**config.mk**
```make
export PLATFORM = sky130hd
export DESIGN_NAME = return_ddr_writer
export DESIGN_NICKNAME = d
export VERILOG_FILES = /design/src/rtl/return_ddr_writer_pkg.sv /design/src/rtl/return_ddr_writer_sizer.sv /design/src/rtl/return_ddr_writer.sv
export SDC_FILE = /design/constraint.sdc
export NUM_CORES = 1
export LEC_CHECK = 0
export CAP_MARGIN = 40
export CORE_AREA = 2 2 150 152
export DETAILED_ROUTE_END_ITERATION = 12
export DIE_AREA = 0 0 152 154
export GPL_ROUTABILITY_DRIVEN = 0
export GPL_TIMING_DRIVEN = 0
export PLACE_DENSITY = 0.63
export SLEW_MARGIN = 20
export SYNTH_ARGS = -nofsm -noshare
export SYNTH_HDL_FRONTEND = slang
export SYNTH_SLANG_ARGS = --single-unit
```
**constraint.sdc**
```tcl
create_clock -name system_clk -period 2.5 [get_ports system_clk]
set_input_delay 0.375 -clock system_clk [delete_from_list [all_inputs] [get_ports system_clk]]
set_output_delay 0.375 -clock system_clk [all_outputs]
set_load 0.01 [all_outputs]
```
**src/rtl/return_ddr_writer_pkg.sv**
```systemverilog
// Shared types and AXI constants for the return-buffer DDR writer.
// Imported by the FSM top and its burst sizer.
package return_ddr_writer_pkg;

  typedef enum logic [2:0] {
    S_IDLE,
    S_WAIT,
    S_ADDR,
    S_DATA,
    S_RESP
  } state_t;

  localparam logic [1:0] BURST_INCR = 2'b01;
  localparam logic [1:0] RESP_OKAY  = 2'b00;

  function automatic logic [2:0] awsize_of(input int data_w);
    return 3'($clog2(data_w / 8));
  endfunction

endpackage

```
**src/rtl/return_ddr_writer_sizer.sv**
```systemverilog
// Burst length and launch decision from the remaining word count and
// the FIFO fill flags.
module return_burst_sizer #(
  parameter int BURST_LEN = 16,
  parameter int LEN_W     = 20,
  parameter int BL_W      = 5
) (
  input  logic [LEN_W-1:0] remain,
  input  logic             fifo_empty,
  input  logic             fifo_almost_empty,
  output logic [BL_W-1:0]  blen,
  output logic             fire
);

  logic full;

  assign full = remain >= LEN_W'(BURST_LEN);
  assign blen = full ? BL_W'(BURST_LEN) : remain[BL_W-1:0];
  // a full burst waits for a whole burst in the FIFO, a tail for any word
  assign fire = full ? !fifo_almost_empty : !fifo_empty;

endmodule

```
**src/rtl/return_ddr_writer.sv**
```systemverilog
// Drains 128-bit return-buffer words into DDR as single-outstanding
// AXI4 INCR write bursts, one task per layer output.
module return_ddr_writer
  import return_ddr_writer_pkg::*;
#(
  parameter int DATA_W    = 128,
  parameter int ADDR_W    = 32,
  parameter int BURST_LEN = 16,
  parameter int LEN_W     = 20
) (
  input  logic                system_clk,
  input  logic                rst_n,
  input  logic                start,
  input  logic [ADDR_W-1:0]   base_addr,
  input  logic [LEN_W-1:0]    total_words,
  output logic                busy,
  output logic                done,
  output logic                resp_err,
  input  logic [DATA_W-1:0]   fifo_rddata,
  input  logic                fifo_empty,
  input  logic                fifo_almost_empty,
  output logic                fifo_rden,
  output logic [ADDR_W-1:0]   m_awaddr,
  output logic [7:0]          m_awlen,
  output logic [2:0]          m_awsize,
  output logic [1:0]          m_awburst,
  output logic                m_awvalid,
  input  logic                m_awready,
  output logic [DATA_W-1:0]   m_wdata,
  output logic [DATA_W/8-1:0] m_wstrb,
  output logic                m_wlast,
  output logic                m_wvalid,
  input  logic                m_wready,
  input  logic [1:0]          m_bresp,
  input  logic                m_bvalid,
  output logic                m_bready
);

  localparam int BL_W      = $clog2(BURST_LEN) + 1;
  localparam int BYTE_LSB  = $clog2(DATA_W / 8);
  localparam int ALIGN_LSB = $clog2(BURST_LEN * DATA_W / 8);

  state_t state;
  state_t state_nx;

  logic [ADDR_W-1:0] addr_rg;
  logic [LEN_W-1:0]  remain_rg;
  logic [BL_W-1:0]   beat_cnt;
  logic [BL_W-1:0]   blen_rg;
  logic [BL_W-1:0]   blen;
  logic              fire;
  logic              accept;
  logic              b_hs;
  logic              unused_addr_lsb;

  return_burst_sizer #(
    .BURST_LEN (BURST_LEN),
    .LEN_W     (LEN_W),
    .BL_W      (BL_W)
  ) u_sizer (
    .remain            (remain_rg),
    .fifo_empty        (fifo_empty),
    .fifo_almost_empty (fifo_almost_empty),
    .blen              (blen),
    .fire              (fire)
  );

  assign unused_addr_lsb = ^base_addr[ALIGN_LSB-1:0];

  assign accept = start && (state == S_IDLE);
  assign b_hs   = (state == S_RESP) && m_bvalid;

  assign busy      = state != S_IDLE;
  assign m_awvalid = state == S_ADDR;
  assign m_awaddr  = addr_rg;
  assign m_awlen   = 8'(blen_rg) - 8'd1;
  assign m_awsize  = awsize_of(DATA_W);
  assign m_awburst = BURST_INCR;
  assign m_wdata   = fifo_rddata;
  assign m_wstrb   = '1;
  // an empty FIFO just stalls the beat
  assign m_wvalid  = (state == S_DATA) && !fifo_empty;
  assign fifo_rden = m_wvalid && m_wready;
  assign m_wlast   = (state == S_DATA) && (beat_cnt == blen_rg - 1'b1);
  assign m_bready  = state == S_RESP;

  always_comb begin
    state_nx = state;
    unique case (state)
      S_IDLE: if (start && total_words != '0) state_nx = S_WAIT;
      S_WAIT: if (fire) state_nx = S_ADDR;
      S_ADDR: if (m_awready) state_nx = S_DATA;
      S_DATA: if (fifo_rden && m_wlast) state_nx = S_RESP;
      S_RESP: if (m_bvalid) state_nx = (remain_rg != '0) ? S_WAIT : S_IDLE;
      default: state_nx = S_IDLE;
    endcase
  end

  always_ff @(posedge system_clk or negedge rst_n) begin
    if (!rst_n) begin
      state     <= S_IDLE;
      done      <= 1'b0;
      resp_err  <= 1'b0;
      addr_rg   <= '0;
      remain_rg <= '0;
      beat_cnt  <= '0;
      blen_rg   <= '0;
    end else begin
      state <= state_nx;
      done  <= 1'b0;
      if (accept) begin
        resp_err <= 1'b0;
        if (total_words == '0) begin
          done <= 1'b1;
        end else begin
          // burst-aligned base keeps every burst inside one 4 KB page
          addr_rg   <= {base_addr[ADDR_W-1:ALIGN_LSB], {ALIGN_LSB{1'b0}}};
          remain_rg <= total_words;
        end
      end
      if (state == S_WAIT && fire) blen_rg <= blen;
      if (state == S_ADDR && m_awready) beat_cnt <= '0;
      if (fifo_rden) begin
        beat_cnt <= beat_cnt + 1'b1;
        if (m_wlast) begin
          addr_rg   <= addr_rg + (ADDR_W'(blen_rg) << BYTE_LSB);
          remain_rg <= remain_rg - LEN_W'(blen_rg);
        end
      end
      if (b_hs) begin
        if (m_bresp != RESP_OKAY) resp_err <= 1'b1;
        if (remain_rg == '0) done <= 1'b1;
      end
    end
  end

endmodule

```
# After elaboration in Yosys (flattened, before gate mapping)
# Cells that the tools add are included.
word_totals:
  out_inout_bits: 197
  inputBits: 190
  register_bits: 67
  elab_cells: 69
classes:
  eq_ne: 10
  add_sub_neg: 5
  n_reduce_logical: 20
  n_lt_le_gt_ge: 1
  mux: 26
op_table:
  columns: ["op", "n"]
  rows:
  - ["32-bit two-way mux", 4]
  - ["20-bit two-way mux", 4]
  - ["20-bit zero test", 2]
  - ["20-bit nonzero test", 2]
  - ["32-bit by 9-bit adder with 32-bit output", 1]
  - ["20-bit by 5-bit >= comparator with 1-bit output (second input constant)", 1]
  - ["20-bit by 5-bit subtractor with 20-bit output", 1]
  - ["3-bit two-way mux", 5]
  - ["5-bit two-way mux", 3]
  - ["3-bit case mux with 5 select lines", 1]
  - ["1-bit logical AND", 9]
  - ["1-bit two-way mux", 9]
  - ["3-bit by 2-bit equality test with 1-bit output (second input constant)", 2]
  - ["2-bit by 1-bit != test with 1-bit output (second input constant)", 3]
  - ["5-bit by 1-bit subtractor with 6-bit output (second input constant)", 1]
  - ["5-bit by 1-bit adder with 5-bit output (second input constant)", 1]
  - ["5-bit equality test", 1]
  - ["5-bit AND reduction", 1]
  - ["5-bit by 1-bit subtractor with 5-bit output (second input constant)", 1]
  - ["2-bit != test (second input constant)", 2]
  - ["2-bit nonzero test", 2]
  - ["3-bit by 1-bit equality test with 1-bit output (second input constant)", 1]
  - ["3-bit equality test (second input constant)", 1]
  - ["3-bit zero test", 1]
  - ["2 further kinds", 3]

# Depth between registers and ports, before layout
logic_depth:
  ltp_word: 6
  depth_mapped: 11
  mapped_depth_nobuf: 10

# Hierarchy
# Synthesis repeated with hierarchy kept, for this count alone.
hier_totals:
  hier_cells: 643
  area_unflattened_um2: 5425.2
by_module_without_submodules:
  columns: ["mod", "cells_each", "n_inst", "area_each_um2"]
  rows:
  - ["return_ddr_writer", 631, 1, 5345.1]
  - ["return_burst_sizer", 12, 1, 80.1]

# Least setup slack after synthesis
# No wires, ideal clock.
synth_timing:
  path_kind: "register to register"
  from: "register blen_rg[0]"
  to: "register remain_rg[14]"
  required_time_ns: 2.377
  arrival_time_ns: 2.573
  stages_incl_launch_ff: 10
  n_path_buf: 0
  setup_slack_ns: -0.196
  path_cell_list: "dfrtp_1 > ha_1 > inv_1 > fa_1 > a211o_1 > a21oi_2 > nand2_1 > or4_1 > or3_1 > o221a_1"
synth_between:
  elab_chain_cells: 5
  word_cells_on_any_way: 6
synth_rtl:
  columns: ["item", "line_no", "source"]
  rows:
  - ["from (decl)", "return_ddr_writer.sv:49", "logic [BL_W-1:0] blen_rg;"]
  - ["from (signal assigned)", "return_ddr_writer.sv:121", "if (state == S_WAIT && fire) blen_rg <= blen;"]
  - ["5-bit by 1-bit subtractor with 5-bit output", "return_ddr_writer.sv:84", "assign m_wlast = (state == S_DATA) && (beat_cnt == blen_rg - 1'b1);"]
  - ["5-bit equality test", "return_ddr_writer.sv:84", null]
  - ["1-bit logical AND", "return_ddr_writer.sv:84", null]
  - ["20-bit two-way mux (*)", "return_ddr_writer.sv:125", "if (m_wlast) begin"]
  - ["20-bit two-way mux (*)", "return_ddr_writer.sv:123", "if (fifo_rden) begin"]
  - ["to (signal assigned)", "return_ddr_writer.sv:118", "remain_rg <= total_words;"]
  - ["to (signal assigned)", "return_ddr_writer.sv:127", "remain_rg <= remain_rg - LEN_W'(blen_rg);"]
  - ["to (decl)", "return_ddr_writer.sv:47", "logic [LEN_W-1:0] remain_rg;"]
# Every way passes the cells marked *; elsewhere a longest branch is shown, timed or not.
# A chain may end at the register's enable or synchronous reset.

# Worst setup path in the final report
layout_timing:
  from: "register remain_rg[0]"
  to: "register remain_rg[14]"
layout_between:
  elab_chain_cells: 3
layout_rtl:
  columns: ["item", "line_no"]
  rows:
  - ["20-bit by 5-bit subtractor with 20-bit output", "return_ddr_writer.sv:127"]
  - ["20-bit two-way mux", "return_ddr_writer.sv:125"]
  - ["20-bit two-way mux", "return_ddr_writer.sv:123"]
# Every way passes these cells.

==> metrics.txt <==
outcome finished, violations left; failing checks setup timing; CTS buffer count 9; switching share of power 37.0%; worst hold stages 1; CTS root buf clkbuf_16; Area contributors post-synth dfrtp_1, buf_4, nand2_1; Worst EP arrival 2860 ps; Antenna Diode Count 0; fill count 2142; Post-synth EDFFs 0; core area 21700 µm²; Yosys reg bits 67; area grow syn2layout 62.0%; vias in the first global route 5420; RSZ-0062 raised after global routing true; port bufs 229; Total Nets Final 1127; Num Clock Sinks 67; clock buffer depth 2; global route overflow 0; Final Hold Viols 0; largest net degree at the start of global routing 37; Synth Warn # 0; boundary pin count 387; Post-synth top flop dfrtp_1; Initial Util 25.6%; leak pwr 3.87 nW; cell area after synthesis 5560 µm²; Die ar. 23400 µm²; top-area cell type share of the netlist area 30.2%; clock network power share 22.6%; share of layout cells above drive strength 1 29.3%; switching power 0.00213 W; Min Clock Period, post-route 2630 ps; critical path launch point type flop; Async S/R FF share, synth 100%; crit path max fanout 2; die height 154 µm; kind of critical path flop to flop; H-Tree Depth 3; Netlist cell types 77; Worst Path Required 2730 ps; Synth area leader dfrtp_1; internal power 0.00363 W; CTS tree done; row cnt 54; Post-Place Cells 1171; Post-DP HPWL 15100 µm; setup violators final 3; Clock Skew 9.56 ps; non-filler cells, final 1208; Hold Crit Class flop to flop; Max Fclk 0.381 GHz; total iterations of the first detailed-routing run 5; crit path capture type flop; routed vias/inst 4.63; sequential share of power 34.1%; Peak VDD IR 0.000246 V; Avg WL per Cell 16.2 µm; Die W 152 µm; sequential area share after synthesis 30.2%; Iter 0 DRT Violations 279; worst reg-to-reg path cell count 10; PwrDens 640 nW/µm²; final slew viol count 0; ANT nets after route 0; final wirelength 19600 µm; initial antenna violation count 0; Skew-Pair Late Insertion Delay 350 ps; first-pass GRT wire length 29400 µm; Worst-path clk slew 60 ps; DRC 0; Final Worst Setup Slack -126 ps; synthesized area per cell 8.66 µm²; Tcrit/Tclk final 105%; Tot GR Track Use 15.7%; Mapped Cells 642; Design Power 0.00577 W; combinational share of power 43.3%; max-cap violation count 0; DR vias 5597
-- final timing paths --
kind                                   start             to  slack, ps
worst min-delay path             m_awaddr[2]    m_awaddr[2]        490
max in group asynchronous              rst_n   m_awaddr[28]       1390
worst max register to register  remain_rg[0]  remain_rg[14]       -130
min in group asynchronous              rst_n    beat_cnt[3]        540
worst min register to register   m_awaddr[2]    m_awaddr[2]        490
worst max-delay path            remain_rg[0]  remain_rg[14]       -130
-- flip-flops by register name (all words and copies together) (netlist names) --
name       flops
state          3
resp_err       1
blen_rg        5
beat_cnt       5
m_awaddr      32
done           1
remain_rg     20
-- metrics by stage --
stage	setup WS [ps]	cell area [µm²]	hold WS [ps]	setup TNS, ps	util, %
after CTS	-65.6	8690	492	-109	40.1
after global placement	-1770	8290	472	-113390	38.2
final	-126	9010	486	-270	41.5
after floorplan	-84.1	5640	79.4	-84.1	-
after detailed placement	-466	8300	368	-14680	38.3
after global routing	-177	9010	511	-1050	41.5
-- Yosys cell counts (6+ instances only) --
cell      instances
xnor2_1           7
ha_1             12
o21ai_0          22
inv_1            22
xor2_1            7
a31oi_1           7
a211oi_1         10
dfrtp_1          67
buf_6            10
a311oi_1          7
clkbuf_1          8
o221a_2           6
and2_1           10
nor3_1           18
o21a_1           10
a21oi_1          23
nand2_1          52
nand4_1          10
buf_4           153
nand3_1          25
nor4_1           11
nor2_1           40
-- cell families (layout without fill, tap and decap cells) --
kind of cell / after synthesis / in the layout / share of synthesized area [%]
simple gates: 204 / 204 / 19.1
buf+inv: 201 / 468 / 26.0
compound gates: 137 / 137 / 18.2
flops: 67 / 67 / 30.2
xor+xnor: 15 / 15 / 2.63
fa+ha+maj: 14 / 14 / 3.42
other cells: 2 / 21 / 0.135
mux: 2 / 2 / 0.383
-- power groups by stage --
| stage | clock network, W | registers, W | logic [W] |
|---|---|---|---|
| after CTS | 0.00132 | 0.00194 | 0.00242 |
| after global placement | 0 | 0.00194 | 0.00235 |
| after global routing | 0.00136 | 0.00203 | 0.00272 |
| after floorplan | 0 | 0.00192 | 0.00129 |
| after detailed placement | 0 | 0.00195 | 0.00237 |
| final | 0.00130 | 0.00197 | 0.00249 |
-- worst max-delay path, cell delays in order, from the launching register on --
cell	delay, ps
dfrtp_1	390
inv_2	80
ha_4	140
inv_2	30
fa_2	330
a211o_1	350
a21oi_4	200
nand2_2	80
or4_4	430
or3_4	340
o221a_1	120
-- area by class of cell --
| type | count | area, µm² | share of cell area (%) |
|---|---|---|---|
| repair buffers | 253 | 2510 | 27.9 |
| flip-flops and latches | 67 | 1680 | 18.6 |
| well taps | 280 | 350 | 3.89 |
| multi-input cells | 393 | 2690 | 29.9 |
| clock inverters | 6 | 66.3 | 0.736 |
| plain buffers | 175 | 1380 | 15.3 |
| inverters | 24 | 101 | 1.13 |
| clock buffers | 10 | 229 | 2.54 |
-- what timing repair did --
action | in CTS | in global routing
gates cloned | 0 | 1
hold endpoints to repair | 2 | 0
hold buffers | 1 | 0
setup buffers | 7 | 13
gates resized for setup | 19 | 57
pin swaps | 4 | 12
endpoints found under the setup margin | 56 | 53
-- cells in the final DEF, fill, tap and decap left out, types with 9 or more instances in the layout --
cell and count:
and2_1 10, buf_6 11, conb_1 21, a21oi_1 21, nor2_1 39, nand2_1 51
o21a_1 10, clkdlybuf4s50_1 222, inv_1 19, o21ai_0 22, a211oi_1 10, nand3_1 24
ha_1 10, dfrtp_1 65, nor3_1 16, nand4_1 10, clkbuf_16 9, buf_4 172
-- layer usage --
metal	vias up	GRT usage, %	wire length (µm)
li1	2680	-	-
met1	2647	19.4	8170
met2	247	27.0	9810
met3	23	3.72	1270
met4	0	4.85	332
met5	-	0	0
Note: power is estimated with default switching activity, not from simulation.
